`src/rtl/radix8_pkg.sv`:
```
// radix8_pkg
//   Shared widths, the radix-8 Booth digit type and the digit recode
//   function for the radix-8 partial-product generator and its bench.
package radix8_pkg;

    localparam int A_W         = 8;   // operand width
    localparam int MULT_W      = 16;  // width at which multiples are formed
    localparam int P1_W        = 16;  // digit 0 product width (weight 2^0)
    localparam int P2_W        = 13;  // digit 1 product width (weight 2^3)
    localparam int P3_W        = 10;  // digit 2 product width (weight 2^6)
    localparam int DIGIT_SHIFT = 3;   // bits consumed per Booth digit
    localparam int NUM_DIGITS  = 3;

    // Signed-magnitude Booth digit: value = neg ? -mag : mag, mag in 0..4.
    typedef struct packed {
        logic       neg;
        logic [2:0] mag;
    } booth_digit_t;

    // grp = {x3, x2, x1, x0}; digit = -4*x3 + 2*x2 + x1 + x0.
    // 4'b1111 evaluates to zero and comes back with neg cleared.
    function automatic booth_digit_t booth_recode(input logic [3:0] grp);
        booth_digit_t d;
        int           v;
        v = 0;
        if (grp[3]) v = v - 4;
        if (grp[2]) v = v + 2;
        if (grp[1]) v = v + 1;
        if (grp[0]) v = v + 1;
        d.neg = (v < 0);
        d.mag = (v < 0) ? 3'(-v) : 3'(v);
        return d;
    endfunction

endpackage

```
`src/rtl/booth_r8_select.sv`:
```
// booth_r8_select
//   Combinational radix-8 Booth digit decode, multiple select and negate.
//   Ports:
//     i_grp  4-bit multiplier group {b[3i+2], b[3i+1], b[3i], b[3i-1]}
//     i_a    16-bit extended multiplicand A
//     i_a3   16-bit precomputed 3A
//     o_pp   16-bit digit * A (mod 2^16)
module booth_r8_select
    import radix8_pkg::*;
(
    input  logic [3:0]        i_grp,
    input  logic [MULT_W-1:0] i_a,
    input  logic [MULT_W-1:0] i_a3,
    output logic [MULT_W-1:0] o_pp
);

    booth_digit_t      w_digit;
    logic [MULT_W-1:0] w_mult;

    always_comb begin
        w_digit = booth_recode(i_grp);
        w_mult  = '0;
        case (w_digit.mag)
            3'd1:    w_mult = i_a;
            3'd2:    w_mult = {i_a[MULT_W-2:0], 1'b0};
            3'd3:    w_mult = i_a3;
            3'd4:    w_mult = {i_a[MULT_W-3:0], 2'b00};
            default: w_mult = '0;
        endcase
        // Negating a zero multiple still gives zero, so neg with mag 0 is safe.
        o_pp = w_digit.neg ? (~w_mult + MULT_W'(1)) : w_mult;
    end

endmodule

```
`src/rtl/radix8_pp_generator.sv`:
```
// radix8_pp_generator
//   Two-stage pipelined radix-8 Booth partial-product generator for an
//   8x8 multiply. Outputs P1 (weight 2^0), P2 (weight 2^3), P3 (weight 2^6);
//   P1 + (P2<<3) + (P3<<6) mod 2^16 equals a*b.
//   Ports:
//     clk, rst           clock, synchronous active-low reset
//     in_valid/in_ready  operand handshake, a_in multiplicand, b_in multiplier
//     out_valid/out_ready result handshake
//     P1_out/P2_out/P3_out weighted partial products (16/13/10 bits)
module radix8_pp_generator
    import radix8_pkg::*;
#(
    parameter bit SIGNED_MODE = 1'b0
) (
    input  logic            clk,
    input  logic            rst,
    input  logic            in_valid,
    output logic            in_ready,
    input  logic [A_W-1:0]  a_in,
    input  logic [A_W-1:0]  b_in,
    output logic            out_valid,
    input  logic            out_ready,
    output logic [P1_W-1:0] P1_out,
    output logic [P2_W-1:0] P2_out,
    output logic [P3_W-1:0] P3_out
);

    // Stage 1: extended operands and the hard multiple
    logic              r_s1_valid;
    logic [MULT_W-1:0] r_s1_a;
    logic [MULT_W-1:0] r_s1_a3;
    logic [A_W:0]      r_s1_b;

    // Stage 2: selected partial products
    logic              r_s2_valid;
    logic [P1_W-1:0]   r_p1;
    logic [P2_W-1:0]   r_p2;
    logic [P3_W-1:0]   r_p3;

    logic              w_s2_adv;
    logic              w_s1_adv;
    logic [MULT_W-1:0] w_a_ext;
    logic [MULT_W-1:0] w_a3;
    logic [A_W:0]      w_b_ext;
    logic [A_W+1:0]    w_bx;
    logic [NUM_DIGITS-1:0][3:0]        w_grp;
    logic [NUM_DIGITS-1:0][MULT_W-1:0] w_pp;

    assign w_s2_adv = !r_s2_valid || out_ready;
    assign w_s1_adv = !r_s1_valid || w_s2_adv;
    assign in_ready = w_s1_adv;

    assign w_a_ext = SIGNED_MODE ? {{(MULT_W-A_W){a_in[A_W-1]}}, a_in}
                                 : {{(MULT_W-A_W){1'b0}}, a_in};
    assign w_b_ext = {SIGNED_MODE ? b_in[A_W-1] : 1'b0, b_in};
    assign w_a3    = w_a_ext + {w_a_ext[MULT_W-2:0], 1'b0};

    always_ff @(posedge clk) begin
        if (!rst) begin
            r_s1_valid <= 1'b0;
            r_s1_a     <= '0;
            r_s1_a3    <= '0;
            r_s1_b     <= '0;
        end else if (w_s1_adv) begin
            r_s1_valid <= in_valid;
            if (in_valid) begin
                r_s1_a  <= w_a_ext;
                r_s1_a3 <= w_a3;
                r_s1_b  <= w_b_ext;
            end
        end
    end

    // Append b[-1] = 0 so digit i is simply w_bx[3i+3 -: 4].
    assign w_bx = {r_s1_b, 1'b0};

    for (genvar gi = 0; gi < NUM_DIGITS; gi++) begin : g_digit
        assign w_grp[gi] = w_bx[DIGIT_SHIFT*gi+3 -: 4];
        booth_r8_select u_sel (
            .i_grp (w_grp[gi]),
            .i_a   (r_s1_a),
            .i_a3  (r_s1_a3),
            .o_pp  (w_pp[gi])
        );
    end

    // Bubbles load zeros so a downstream adder without valid sees nothing.
    always_ff @(posedge clk) begin
        if (!rst) begin
            r_s2_valid <= 1'b0;
            r_p1       <= '0;
            r_p2       <= '0;
            r_p3       <= '0;
        end else if (w_s2_adv) begin
            r_s2_valid <= r_s1_valid;
            r_p1       <= r_s1_valid ? w_pp[0][P1_W-1:0] : '0;
            r_p2       <= r_s1_valid ? w_pp[1][P2_W-1:0] : '0;
            r_p3       <= r_s1_valid ? w_pp[2][P3_W-1:0] : '0;
        end
    end

    assign out_valid = r_s2_valid;
    assign P1_out    = r_p1;
    assign P2_out    = r_p2;
    assign P3_out    = r_p3;

endmodule
```
`config.mk`:
```
export PLATFORM = sky130hd
export DESIGN_NAME = radix8_pp_generator
export DESIGN_NICKNAME = d
export VERILOG_FILES = /design/src/rtl/radix8_pkg.sv /design/src/rtl/booth_r8_select.sv /design/src/rtl/radix8_pp_generator.sv
export SDC_FILE = /design/constraint.sdc
export NUM_CORES = 1
export LEC_CHECK = 0
export CAP_MARGIN = 30
export CORE_AREA = 2 2 88 90
export DETAILED_ROUTE_END_ITERATION = 6
export DIE_AREA = 0 0 90 92
export PLACE_DENSITY = 0.79
export SYNTH_ARGS = -nofsm -noshare
export SYNTH_HDL_FRONTEND = slang
export SYNTH_SLANG_ARGS = --single-unit
```
`constraint.sdc`:
```
create_clock -name clk -period 3.4 [get_ports clk]
set_clock_uncertainty 0.1 [all_clocks]
set_input_delay 0.51 -clock clk [delete_from_list [all_inputs] [get_ports clk]]
set_output_delay 0.51 -clock clk [all_outputs]
set_load 0.01 [all_outputs]
```
## After elaboration in Yosys (flattened, before gate mapping)

Index checks and enable logic that the tools add are counted.

| word-level totals | value |
|---|---|
| flip-flop bits (word level) | 67 |
| latch bits | 0 |
| memory bits (writable) | 0 |
| bits in read-only memories | 0 |
| input port bits | 20 |
| output and inout port bits | 41 |
| word-level logic and storage cells | 67 |
| memories kept | 0 |

| cells by class | value |
|---|---|
| add/sub/neg operators | 14 |
| $mul | 0 |
| div/mod/pow operators | 0 |
| order comparisons | 3 |
| eq/ne operators | 12 |
| shift-type cells | 0 |
| multiplexer cells | 22 |
| bitwise logic cells | 3 |
| reductions and logical operators | 5 |

Operators by type and width:

| operator | number |
|---|---|
| $mux 32 | 9 |
| $add 32x2->32 const B | 4 |
| $pmux 10 s4 | 3 |
| $lt 32x1->1 const B | 3 |
| $add 32x3->32 const B | 2 |
| $mux 16 | 2 |
| $mux 13 | 2 |
| $mux 10 | 2 |
| $eq 3x2->1 const B | 6 |
| $add 16x1->16 const B | 1 |
| $not 16->16 | 1 |
| $add 13x1->13 const B | 1 |
| $not 13->13 | 1 |
| $add 10x1->10 const B | 1 |
| $add 8x9->10 | 1 |
| $not 10->10 | 1 |
| $eq 3x1->1 const B | 3 |
| $eq 3x3->1 const B | 3 |
| $mux 3 | 3 |
| $neg 3->3 | 3 |
| $add 2x1->3 const B | 1 |
| $logic_not 1->1 | 2 |
| $logic_or 1x1->1 | 2 |
| $mux 2 | 1 |
| $reduce_and 2->1 | 1 |

## Logic depth before layout (Yosys ltp)

| depth | value |
|---|---|
| depth in word-level cells | 15 |
| gate-level depth with buffers | 11 |
| gate-level depth less buffers | 11 |

## Hierarchy

From an unflattened synthesis, not the netlist that was laid out.

| second synthesis, totals | value |
|---|---|
| cell total of the unflattened synthesis | 900 |
| area, all modules | 6670.1 um2 |

By module, submodules not included:

| module | times used | cells an instance | area each (um2) | sequential area each (um2) |
|---|---|---|---|---|
| booth_r8_select | 3 | 193 | 1287.5 | 0.0 |
| radix8_pp_generator | 1 | 321 | 2807.7 | 1321.3 |

## Worst setup path before layout

No wires, ideal clock.

| timing | value |
|---|---|
| kind | flip-flop to flip-flop |
| start | register r_s1_b[0] |
| end | register r_p1[7], in the netlist P1_out[7] |
| library setup time | 0.118 ns |
| data arrival time | 2.653 ns |
| data required time | 3.182 ns |
| slack | 0.528 ns |
| stages on the path, launching flop included | 11 |
| buffers on the path | 0 |
| clock period less this slack | 2.872 ns |
| cells stage by stage | dfxtp_1 > inv_1 > ha_1 > and3b_1 > o21a_2 > a221o_1 > or4_4 > o31ai_2 > xnor2_1 > a22oi_1 > nor2b_1 |

| between the ends | value |
|---|---|
| word-level cells in the longest chain between the ends | 9 |
| elaborated cells on any way between the ends | 13 |
| those cells by class | add/sub (2); order compare (1); eq/ne (4); mux (5); bitwise (1) |

RTL lines:

| what | RTL line | source |
|---|---|---|
| start: declaration | radix8_pp_generator.sv:32 | `logic [A_W:0] r_s1_b;` |
| start signal: assignment | radix8_pp_generator.sv:69 | `r_s1_b <= w_b_ext;` |
| $mux 32 * | radix8_pkg.sv:28 | `if (grp[1]) v = v + 1;` |
| $lt 32x1->1 / $neg 3->3 (equally long branches) | radix8_pkg.sv:30, radix8_pkg.sv:31 |  |
| $mux 3 | radix8_pkg.sv:31 | `d.mag = (v < 0) ? 3'(-v) : 3'(v);` |
| $eq 3x3->1, or another cell as far along | booth_r8_select.sv:23 | `case (w_digit.mag)` |
| $pmux 10 s4 | booth_r8_select.sv:23 |  |
| $not 16->16 | booth_r8_select.sv:31 | `o_pp = w_digit.neg ? (~w_mult + MULT_W'(1)) : w_mult;` |
| $add 16x1->16 | booth_r8_select.sv:31 |  |
| $mux 16 * | booth_r8_select.sv:31 |  |
| $mux 16 * | radix8_pp_generator.sv:96 | `r_p1 <= r_s1_valid ? w_pp[0][P1_W-1:0] : '0;` |
| end signal: assignment | radix8_pp_generator.sv:96 |  |
| end: declaration | radix8_pp_generator.sv:36 | `logic [P1_W-1:0] r_p1;` |

Every way passes the cells marked *; elsewhere a longest branch is shown, timed or not.
A chain may end at the register's enable or synchronous reset.

## Worst setup path after layout

| timing | value |
|---|---|
| start | register r_s1_b[0] |
| end | register r_p1[9], in the netlist P1_out[9] |

The elaborated chain is that of the path after synthesis.

==> impl_metrics.csv <==
group,metric,value,unit
floorplanning,die_y,92,um
setup_path,worstPathCellList,"inv_1, ha_1, and3b_1, o21a_2, a221o_1, or4_4, o31ai_1, xor2_1, o21ai_1",
placed_design,port_buffers,60,
synth,syn_inst,471,
floorplanning,core_area,7450,um^2
clock_network,htree_levels,3,
power,p_switching,0.527,mW
timing,rsz0062_at_grt,"no",
detailed_routing,drtIter0Drc,336,
global_routing,grt_remaining_overflow,0,
detailed_routing,num_vias,3580,
synth,synth-warning-count,0,
global_routing,antenna_found_initial,0,
timing,min_period,3.11,ns
timing,relSlewSlack,34.1,%
detailed_routing,viasPerCell,5.74,
timing,hold_viol_final,0,
setup_path,critPathArrivalTime,3.23,ns
synth,synth_seq_area_share,34.3,%
power,pwr-share-comb,16.5,%
placed_design,post_dp_cell_area,4500,um^2
setup_path,cpMaxStageDelayCell,"or4_4",
power,peakVddDrop,0.199,mV
placed_design,placed_cells_incl_taps,608,
final_layout,regArea,1320,um^2
clock_network,cts.repair.resized,0,
timing,drv_slew,0,
final_layout,final_common_cell,"nand2_1",
final_layout,final_cell_mix,"98 x nand2_1, 66 x dfxtp_1, 60 x clkdlybuf4s50_1",
final_layout,fin_util,63.1,%
flow_run,max_cap_violations,0,
detailed_routing,drcViolationCount,6,
setup_path,crit_path_max_incr_delay,0.59,ns
floorplanning,num_io_pins,61,
synth,ys_ff_latch,66,
synth,synth_edf_count,0,
run_status,outcome,"complete, but fails checks",
synth,async_flop_share,0,%
setup_path,required,3.52,ns
synth,synth_nets,507,
clock_network,clk_latency,0.35,ns
worst_hold_path,hold_class,"reg -> reg",
clock_network,cts-root-buf,"clkbuf_8",
setup_path,setup.worst_path.end_class,"flip-flop",
run_status,violations,"DRC",
setup_path,cp_max_fo,8,
placed_design,gp_congestion,0.902,
power,internal-power,1.30,mW
timing,fin_crit_sh,91.4,%
global_routing,grt_max_degree,48,
synth,synth.distinct_cells,58,
detailed_routing,dr.pass1.iters,7,
power,clkPwrFrac,36.9,%
detailed_routing,wire_per_inst,15.8,um
floorplanning,initial_core_util,51.7,%
global_routing,grt.total_usage,24.1,%
floorplanning,rows,32,
timing,worst_slew_pin_slew,0.981,ns
final_layout,drive_gt1_share,6.32,%
final_layout,diodes,0,
timing,fmax,322,MHz
setup_path,worst-setup-path-type,"reg -> reg",
final_layout,multi_input_area,2340,um^2
placed_design,hpwl,7120,um
setup_path,start_kind,"flip-flop",
synth,synth_area_per_cell,8.18,um^2
final_layout,instances_no_fill,624,
clock_network,postCtsSetupBuffers,0,
clock_network,clock_path_buffers,2,
floorplanning,die_area,8280,um^2
clock_network,cts.hold.buffers_added,0,
power,power_leakage,1.83,nW
global_routing,grt_pass1_wl,16200,um
clock_network,clkTransAtPathRegs,0.07,ns
power,p_per_area,388,nW/um^2
detailed_routing,wirelength,9830,um
clock_network,cts_sinks,66,
timing,setup-tns-final,0,ns
synth,synth_area,3850,um^2
floorplanning,die_x,90,um
final_layout,syn2layout_area_growth,22.1,%
global_routing,grt_pass1_vias,3409,
final_layout,final_area,4700,um^2
synth,synth_top_flop_cell,"dfxtp_1",
final_layout,fillers,682,
timing,finalSetupViolations,0,
power,p_seq_share,46.6,%
final_layout,nNetsFinal,553,
power,p_sw_share,28.9,%
clock_network,cts_tree,"built",
detailed_routing,ant_nets,0,
clock_network,numCtsBuffers,9,
==> state kept, by name, indices dropped and copies added (netlist names) <==
register and flops:
P1_out 16, P2_out 13, P3_out 10, out_valid 1, r_s1_a 7, r_s1_a3 10, r_s1_b 8, r_s1_valid 1
==> stage by stage <==
stage | worst slack [ns] | power, mW | hold WS (ns)
finish | 0.291 | 1.82 | 0.351
global route | 0.0944 | 1.90 | 0.379
CTS | 0.320 | 1.83 | 0.358
detailed placement | 0.334 | 1.16 | 0.341
global placement | 0.443 | 1.15 | 0.334
floorplan | 0.528 | 1.06 | 0.367
==> synth_stat cells, drive strengths merged (3+ instances only) <==
cell type  number  area share [%]
clkbuf         27             2.6
buf             5            0.84
and2            8             1.3
a221o           9             2.3
o21a            3            0.81
nor2           14             1.4
nor2b          19             3.1
a22o           12             2.7
nand3           3            0.39
a22oi          14             2.7
o31ai           3            0.71
a21boi         21             4.1
a222oi         11             2.9
dfxtp          66              34
nand2b          6            0.97
inv            15             1.5
o21ai          27             3.5
a21oi          15             1.9
ha             15             4.9
a21o           14             2.7
nor3            4            0.52
nand2          98             9.5
xor2            8             1.8
xnor2          16             3.6
==> layer usage <==
metal | vias to the layer above | track usage, % | part of all wire (%)
met2 | 126 | 43.4 | 49
met3 | 18 | 4.60 | 6.2
met1 | 1660 | 28.0 | 42
met5 | - | 0 | 0
met4 | 0 | 10.4 | 2.8
li1 | 1776 | - | -
==> worst max-delay path: cells and delay by family (launching register included) <==
kind	cells	cell delay, ns
XOR/XNOR	1	0.21
buffers and inverters	1	0.11
adder cells (fa/ha/maj)	1	0.31
flip-flops	1	0.45
AO/OA/AOI/OAI	4	1.04
AND/OR/NAND/NOR	2	0.77
==> path summary, 6_finish.rpt <==
| check | slack, ns | startpoint | depth (start not counted) | end |
|---|---|---|---|---|
| worst max register to register | 0.29 | r_s1_b[0] | 9 | P1_out[9] |
| worst max-delay path | 0.29 | r_s1_b[0] | 9 | P1_out[9] |
| worst min-delay path | 0.35 | P2_out[4] | 2 | P2_out[4] |
| worst min register to register | 0.35 | P2_out[4] | 2 | P2_out[4] |
==> final cells by class <==
type | count | share of cell area (%)
clock inverter | 6 | 1.38
sequential | 66 | 28.1
multi-input combinational | 358 | 49.8
tap | 102 | 2.71
inverter | 15 | 1.20
timing repair buffer | 67 | 13.9
clock buffer | 10 | 2.93
==> power by group through the flow <==
stage	logic, mW	registers, mW	clock network (mW)
5_1_grt	0.335	0.852	0.718
2_1_floorplan	0.226	0.838	0
4_1_cts	0.299	0.846	0.683
6_report	0.301	0.849	0.673
3_3_place_gp	0.286	0.864	0
3_5_place_dp	0.297	0.864	0
==> cell families (layout without fill, tap and decap cells) <==
logic type	after synthesis	count (layout)	share of synthesized area [%]
AND/OR/NAND/NOR	169	169	20.9
AO/OA/AOI/OAI	149	149	29.0
flip-flops	66	66	34.3
buffers and inverters	47	98	4.94
XOR/XNOR	24	24	5.46
adder cells (fa/ha/maj)	16	16	5.39
Note: power is estimated with default switching activity, not from simulation.
